`src/rtl/lv_owt_txn_ctrl.sv`:
```
// lv_owt_txn_ctrl: one-wire transaction controller.
// A received frame is decoded into a register write, a register read or an
// ADC read. Reads are answered with a response frame after a bus-turnaround
// gap. The response is abandoned if the transmitter never reports it as sent.
// Optional feature macro: LV_OWT_ERR_CNT_EN adds the saturating o_err_cnt
// error counter. The default build leaves the macro undefined.
module lv_owt_txn_ctrl #(
  parameter int               CMD_W    = 8,
  parameter int               DATA_W   = 16,
  parameter logic [CMD_W-2:0] ADC_ADDR = 7'h1f,
  parameter int               GAP_CYC  = 16,
  parameter int               TO_CYC   = 1024
) (
  input  logic              i_clk,
  input  logic              i_rst_n,
  input  logic              i_rx_ack,
  input  logic              i_rx_status,
  input  logic [CMD_W-1:0]  i_rx_cmd,
  input  logic [DATA_W-1:0] i_rx_data,
  output logic              o_reg_wr,
  output logic              o_reg_rd,
  output logic [CMD_W-2:0]  o_reg_addr,
  output logic [7:0]        o_reg_wdata,
  input  logic [7:0]        i_reg_rdata,
  input  logic [DATA_W-1:0] i_adc_data,
  output logic              o_tx_req,
  output logic [CMD_W-1:0]  o_tx_cmd,
  output logic [DATA_W-1:0] o_tx_data,
  input  logic              i_tx_done,
  output logic              o_busy
`ifdef LV_OWT_ERR_CNT_EN
  ,
  output logic [7:0]        o_err_cnt
`endif
);

  localparam int GAP_W = $clog2(GAP_CYC) + 1;
  localparam int TO_W  = $clog2(TO_CYC) + 1;

  localparam logic [2:0] S_IDLE   = 3'd0;
  localparam logic [2:0] S_DECODE = 3'd1;
  localparam logic [2:0] S_REG_WR = 3'd2;
  localparam logic [2:0] S_REG_RD = 3'd3;
  localparam logic [2:0] S_RD_CAP = 3'd4;
  localparam logic [2:0] S_GAP    = 3'd5;
  localparam logic [2:0] S_TX     = 3'd6;
  localparam logic [2:0] S_DONE   = 3'd7;

  logic [2:0]        state_q, state_d;
  logic [CMD_W-1:0]  cmd_q, cmd_d;
  logic [7:0]        wdata_q, wdata_d;
  logic [DATA_W-1:0] resp_q, resp_d;
  logic [GAP_W-1:0]  gap_cnt_q, gap_cnt_d;
  logic [TO_W-1:0]   to_cnt_q, to_cnt_d;
  logic              gap_last;
  logic              to_expire;

  // Only the low byte of the frame data is register data.
  logic unused_rx_data;
  assign unused_rx_data = ^i_rx_data[DATA_W-1:8];

  assign gap_last  = (gap_cnt_q == GAP_W'(GAP_CYC - 1));
  assign to_expire = (state_q == S_TX) && (to_cnt_q == TO_W'(TO_CYC - 1));

  // Next-state and payload latch decode.
  always_comb begin
    state_d = state_q;
    cmd_d   = cmd_q;
    wdata_d = wdata_q;
    resp_d  = resp_q;
    case (state_q)
      S_IDLE: begin
        if (i_rx_ack && !i_rx_status) begin
          cmd_d   = i_rx_cmd;
          wdata_d = i_rx_data[7:0];
          state_d = S_DECODE;
        end
      end
      S_DECODE: begin
        if (cmd_q[CMD_W-1]) begin
          state_d = S_REG_WR;
        end else if (cmd_q[CMD_W-2:0] == ADC_ADDR) begin
          // ADC sample is frozen here so later sample changes cannot leak
          // into a response already in flight.
          resp_d  = i_adc_data;
          state_d = S_GAP;
        end else begin
          state_d = S_REG_RD;
        end
      end
      S_REG_WR: state_d = S_IDLE;
      S_REG_RD: state_d = S_RD_CAP;
      S_RD_CAP: begin
        resp_d  = DATA_W'(i_reg_rdata);
        state_d = S_GAP;
      end
      S_GAP: begin
        if (gap_last) state_d = S_TX;
      end
      S_TX: begin
        // A done pulse in the expiry cycle still completes the response.
        if (i_tx_done)      state_d = S_DONE;
        else if (to_expire) state_d = S_IDLE;
      end
      S_DONE:  state_d = S_IDLE;
      default: state_d = S_IDLE;
    endcase
  end

  // Gap and timeout counters restart on every state entry.
  always_comb begin
    gap_cnt_d = '0;
    to_cnt_d  = '0;
    if (state_q == S_GAP && state_d == S_GAP) gap_cnt_d = gap_cnt_q + GAP_W'(1);
    if (state_q == S_TX  && state_d == S_TX)  to_cnt_d  = to_cnt_q + TO_W'(1);
  end

  // State, payload and counter registers.
  always_ff @(posedge i_clk or negedge i_rst_n) begin
    if (!i_rst_n) begin
      state_q   <= S_IDLE;
      cmd_q     <= '0;
      wdata_q   <= '0;
      resp_q    <= '0;
      gap_cnt_q <= '0;
      to_cnt_q  <= '0;
    end else begin
      state_q   <= state_d;
      cmd_q     <= cmd_d;
      wdata_q   <= wdata_d;
      resp_q    <= resp_d;
      gap_cnt_q <= gap_cnt_d;
      to_cnt_q  <= to_cnt_d;
    end
  end

`ifdef LV_OWT_ERR_CNT_EN
  logic       ev_rx;
  logic       ev_to;
  logic [8:0] err_sum;
  logic [7:0] err_q, err_d;

  // A bad-status frame in IDLE and any frame outside IDLE are the same
  // event class; they can coincide with a timeout in one cycle.
  assign ev_rx   = i_rx_ack && ((state_q != S_IDLE) || i_rx_status);
  assign ev_to   = to_expire && !i_tx_done;
  assign err_sum = {1'b0, err_q} + 9'(ev_rx) + 9'(ev_to);
  assign err_d   = err_sum[8] ? 8'hff : err_sum[7:0];

  // Saturating error counter.
  always_ff @(posedge i_clk or negedge i_rst_n) begin
    if (!i_rst_n) err_q <= '0;
    else          err_q <= err_d;
  end

  assign o_err_cnt = err_q;
`endif

  // Strobes and request decode straight from state, so reset drops them
  // without waiting for a clock.
  assign o_reg_wr    = (state_q == S_REG_WR);
  assign o_reg_rd    = (state_q == S_REG_RD);
  assign o_tx_req    = (state_q == S_TX);
  assign o_busy      = (state_q != S_IDLE);
  assign o_reg_addr  = cmd_q[CMD_W-2:0];
  assign o_reg_wdata = wdata_q;
  assign o_tx_cmd    = cmd_q;
  assign o_tx_data   = resp_q;

endmodule
```
`config.mk`:
```
export PLATFORM = sky130hd
export DESIGN_NAME = lv_owt_txn_ctrl
export DESIGN_NICKNAME = d
export VERILOG_FILES = /design/src/rtl/lv_owt_txn_ctrl.sv
export SDC_FILE = /design/constraint.sdc
export NUM_CORES = 1
export LEC_CHECK = 0
export CAP_MARGIN = 25
export CORE_MARGIN = 2
export CORE_UTILIZATION = 40
export DETAILED_ROUTE_END_ITERATION = 10
export PLACE_DENSITY = 0.75
export REMOVE_ABC_BUFFERS = 1
export SYNTH_ARGS = -nofsm -noshare
export SYNTH_HDL_FRONTEND = slang
export SYNTH_SLANG_ARGS = --single-unit
```
`constraint.sdc`:
```
create_clock -name i_clk -period 3.8 [get_ports i_clk]
set_input_delay 0.95 -clock i_clk [delete_from_list [all_inputs] [get_ports i_clk]]
set_output_delay 0.95 -clock i_clk [all_outputs]
set_load 0.05 [all_outputs]
```
== Yosys cells after proc, flatten, opt, wreduce, memory -nomap -nowiden ==
Cells that the tools add are included.

* Bits in registers: 51
* Bits in latches: 0
* Bits in writable memories: 0
* Bits in read-only memories: 0
* Input port bits: 53
* Output and inout bits: 43
* Word-level logic and storage cells: 45
* Memories kept: 0

* Add/sub/neg operators: 2
* Multiply operators: 0
* Divide/modulo/power cells: 0
* Magnitude comparators: 0
* Eq/ne operators: 14
* Shifts and indexed selects: 0
* Mux-type cells: 12
* Bitwise operators: 0
* Reductions and logical operators: 11

{| class="wikitable"
|+ Operator list
! kind !! count
|-
| 16-bit 2-to-1 mux || 2
|-
| 16-bit case mux with 2 select lines || 1
|-
| 3-bit case mux with 7 select lines || 1
|-
| 3-bit equality test (second input constant) || 6
|-
| 3-bit 2-to-1 mux || 6
|-
| 11-bit by 1-bit adder with 11-bit output (second input constant) || 1
|-
| 11-bit by 10-bit equality test with 1-bit output (second input constant) || 1
|-
| 11-bit 2-to-1 mux || 1
|-
| 7-bit by 5-bit equality test with 1-bit output (second input constant) || 1
|-
| 3-bit by 2-bit equality test with 1-bit output (second input constant) || 2
|-
| 5-bit by 1-bit adder with 5-bit output (second input constant) || 1
|-
| 5-bit by 4-bit equality test with 1-bit output (second input constant) || 1
|-
| 5-bit 2-to-1 mux || 1
|-
| 1-bit logical AND || 4
|-
| 2-bit inequality test (second input constant) || 2
|-
| 3-bit by 1-bit equality test with 1-bit output (second input constant) || 1
|-
| 3-bit zero test || 1
|-
| 3-bit AND reduction || 1
|-
| 3-bit nonzero test || 1
|-
| 2-bit AND reduction || 1
|-
| 2-bit nonzero test || 1
|-
| 2-bit OR reduction || 1
|-
| 1-bit zero test || 1
|}

== Depth between registers and ports, before layout ==
* Depth after elaboration: 8
* Depth in mapped cells: 7
* Mapped depth without buffers: 6

== Worst setup path before layout ==
Ideal clock, no wire load.

* Kind: reg2out
* From: register state_q[1]
* To: output o_reg_wr
* Data arrival time: 1759 ps
* Required time: 2850 ps
* Path slack: 1091 ps
* Stages on the path, launching flop included: 3
* Path buffers: 1
* Cells stage by stage: dfrtp_1 buf_4 nor3b_1

* Longest elaborated chain between the ends: 1

{| class="wikitable"
|+ Ends and longest elaborated chain
! element !! line !! source
|-
| start, declared || 49 || <nowiki>logic [2:0] state_q, state_d;</nowiki>
|-
| start signal, assigned || 128 || <nowiki>state_q <= state_d;</nowiki>
|-
| 3-bit by 2-bit equality test with 1-bit output || 161 || <nowiki>assign o_reg_wr = (state_q == S_REG_WR);</nowiki>
|-
| end, declared || 20 || <nowiki>output logic o_reg_wr,</nowiki>
|}

No other way between the ends.

== Worst setup path in the final report ==
Same ends and word-level chain as after synthesis.

==> run_results.csv <==
group,metric,value,unit
timing,rsz0062_at_grt,"no",
power,p_leak,1.466,nW
cts,hold_buffers,0,
final_layout,multi_input_area,949.7,µm²
timing,hold_violations,0,
floorplan,fp.dieH,81.07,µm
worst_hold_path,hold-path-cell-count,1,
placement,place_area,0.003208,mm²
final_layout,fin_nets,333,
logic_synthesis,ys_seq_elements,51,
final_layout,register_area,0.001276,mm²
logic_synthesis,synthTopCellsByCount,"dfrtp_1, nand2_1, nor3_1, buf_4, mux2_4",
timing,whs,466.7,ps
cts,ctsHtreeMaxLevel,2,
routing,firstDrtPassIters,4,
final_layout,fill_cells,538,
critical_path,worstRegToRegCells,4,
timing,tightest_slew,838.1,ps
global_routing,grt_pass1_vias,1673,
critical_path,critPathKind,"register to primary output",
worst_hold_path,hold_start,"gap_cnt_q[0]",
routing,drc,0,
timing,finalClockSkew,5.868,ps
critical_path,endpoint_kind,"primary output",
floorplan,dieArea,0.006572,mm²
cts,clkLatencyLatePin,300,ps
global_routing,antenna_found_initial,0,
cts,cts_resized,0,
placement,gp_congestion,0.7434,
floorplan,rows,28,
timing,timing.final.crit_share,79.74,%
flow_run,max-cap-violations,0,
logic_synthesis,yosys_most_used_dff,"dfrtp_1",
critical_path,crit_chain,"nor3b_1, clkdlybuf4s50_1",
power,powerDensity,795.2,mW/mm²
timing,slew_violations,0,
cts,tritoncts,"done",
routing,drt_iter0_markers,75,
worst_hold_path,hold_end,"gap_cnt_q[0]",
logic_synthesis,yosysUniqueCellTypes,35,
placement,port_buffers,87,
final_layout,diodes,0,
final_layout,area_growth_syn_to_layout,39.34,%
timing,maxSlewHeadroom,44.13,%
routing,via_per_inst,4.918,
routing,wire_per_inst,13.82,µm
cts,clk_path_buf_depth,2,
cts,cts.sinks,51,
final_layout,fin_area,0.003311,mm²
critical_path,critPathLaunch,"state_q[1]",
floorplan,start_util,40.86,%
logic_synthesis,synth_most_common_cell,"dfrtp_1",
timing,max_freq,330.0,MHz
logic_synthesis,synth_area_leaders,"dfrtp_1, mux2_4, a22o_1, buf_4, nand2_1",
logic_synthesis,synthCells,198,
critical_path,crit_path_top_delay_cell,"clkdlybuf4s50_1",
cts,cts-root-buf,"clkbuf_8",
global_routing,grt_usage,15.57,%
logic_synthesis,avgSynthCellArea,12.00,µm²
global_routing,grt_overflow,0,
logic_synthesis,synth_top_area_share,53.71,%
logic_synthesis,synth_edf_count,0,
final_layout,drive_above_1_share,11.15,%
cts,cts_setup_buffers,0,
global_routing,grt_pass1_wl,7914,µm
critical_path,crit_required,2850,ps
power,vdd_drop_max,0.5976,mV
critical_path,critPathArrivalTime,2080,ps
worst_hold_path,min_path_type,"register to register",
routing,antenna_left,0,
critical_path,timing.rr.end,"o_reg_wdata[7]",
critical_path,crit_fanout,11,
timing,period_needed,3030,ps
timing,setup_violations,0,
placement,dp_hpwl,3606,µm
cts,cts_buffers,5,
run_status,outcome,"finished, final reports clean",
critical_path,startpoint_type,"register",
floorplan,die_w,81.07,µm
logic_synthesis,synth_largest_area_cell,"dfrtp_1",
routing,vias,1736,
critical_path,r2r_start,"state_q[2]",
routing,wirelength,4880,µm
critical_path,rrSetupSlack,1840,ps
timing,finalSetupTns,0,ps
logic_synthesis,synthesis.area,0.002376,mm²
cts,path_clk_slew,90,ps
logic_synthesis,yosysWarnings,0,
logic_synthesis,ys_seq_area_share,53.71,%
critical_path,cpPeakStageDelay,860,ps
global_routing,grt_max_degree,29,
floorplan,coreArea,0.005816,mm²
floorplan,io_pins,96,
logic_synthesis,synthArstFlopShare,100.0,%
[sequential cells by signal (all words and copies together), names as in the netlist]
name and count:
state_q 3, gap_cnt_q 5, o_tx_data 16, o_tx_cmd 8, o_reg_wdata 8, to_cnt_q 11
[cell families (layout without fill, tap and decap cells)]
family | after synthesis | in the layout | synth area share (%)
buffers and inverters | 21 | 101 | 6.319
AO/OA/AOI/OAI | 29 | 29 | 9.374
adder cells (fa/ha/maj) | 3 | 3 | 1.580
XOR/XNOR | 11 | 11 | 4.055
multiplexers | 17 | 17 | 9.584
flip-flops | 51 | 51 | 53.71
AND/OR/NAND/NOR | 66 | 66 | 15.38
[through the flow]
| step | utilization (%) | worst slack (ps) | total power, mW | instances |
|---|---|---|---|---|
| after floorplan | - | 1114 | 1.806 | 181 |
| after global routing | 56.93 | 690.8 | 2.764 | 353 |
| after global placement | 55.16 | 1062 | 2.306 | 344 |
| final | 56.93 | 769.9 | 2.633 | 353 |
| after detailed placement | 55.16 | 1042 | 2.322 | 344 |
| after CTS | 56.80 | 790.5 | 2.650 | 352 |
[worst max-delay path by stage]
stage	to	cells past startpoint	slack [ps]
2_1_floorplan	o_reg_wr	1	1110
3_3_place_gp	o_reg_wdata[2]	4	1060
3_5_place_dp	o_reg_wdata[7]	4	1040
4_1_cts	o_reg_wr	2	790
5_1_grt	o_reg_wr	2	690
6_report	o_reg_wr	2	770
[area by class of cell]
class / count / area share, %
clock inverter: 1 / 0.2645
inverter: 4 / 0.4535
sequential: 51 / 38.55
timing repair buffer: 89 / 26.61
clock buffer: 7 / 2.608
tap: 75 / 2.834
multi-input combinational: 126 / 28.68
[power by group]
| part | internal, mW | switching [mW] | leakage (nW) |
|---|---|---|---|
| Clock | 0.149 | 0.173 | 0.0484 |
| Combinational | 0.555 | 0.914 | 0.754 |
| Sequential | 0.694 | 0.147 | 0.664 |
| Total | 1.40 | 1.23 | 1.47 |
[routing by layer]
metal | vias up | global-route usage [%] | wire length (µm)
met4 | 0 | 3.559 | 44
li1 | 841 | - | -
met1 | 835 | 21.36 | 2222
met3 | 7 | 4.889 | 276
met5 | - | 0 | 0
met2 | 53 | 24.30 | 2335
[cells in the final DEF, fill, tap and decap left out, types with 4 or more instances in the layout]
cell type        Yosys  routed
clkdlybuf4s50_1      0      86
dfrtp_1             51      51
nand2_1             20      20
nor3_1              11      11
mux2_4              10      10
a22o_1               9       9
a21o_1               9       9
nor2_1               8       8
xor2_1               8       8
a21oi_1              8       8
mux2_2               6       6
clkbuf_8             0       6
and4_1               4       4
nand3_1              4       4
[worst max-delay path, delay by kind of cell, from the launching register on]
| kind | cells | cell delay, ps |
|---|---|---|
| buf+inv | 1 | 860 |
| flops | 1 | 600 |
| simple gates | 1 | 320 |
Note: power is estimated with default switching activity, not from simulation.
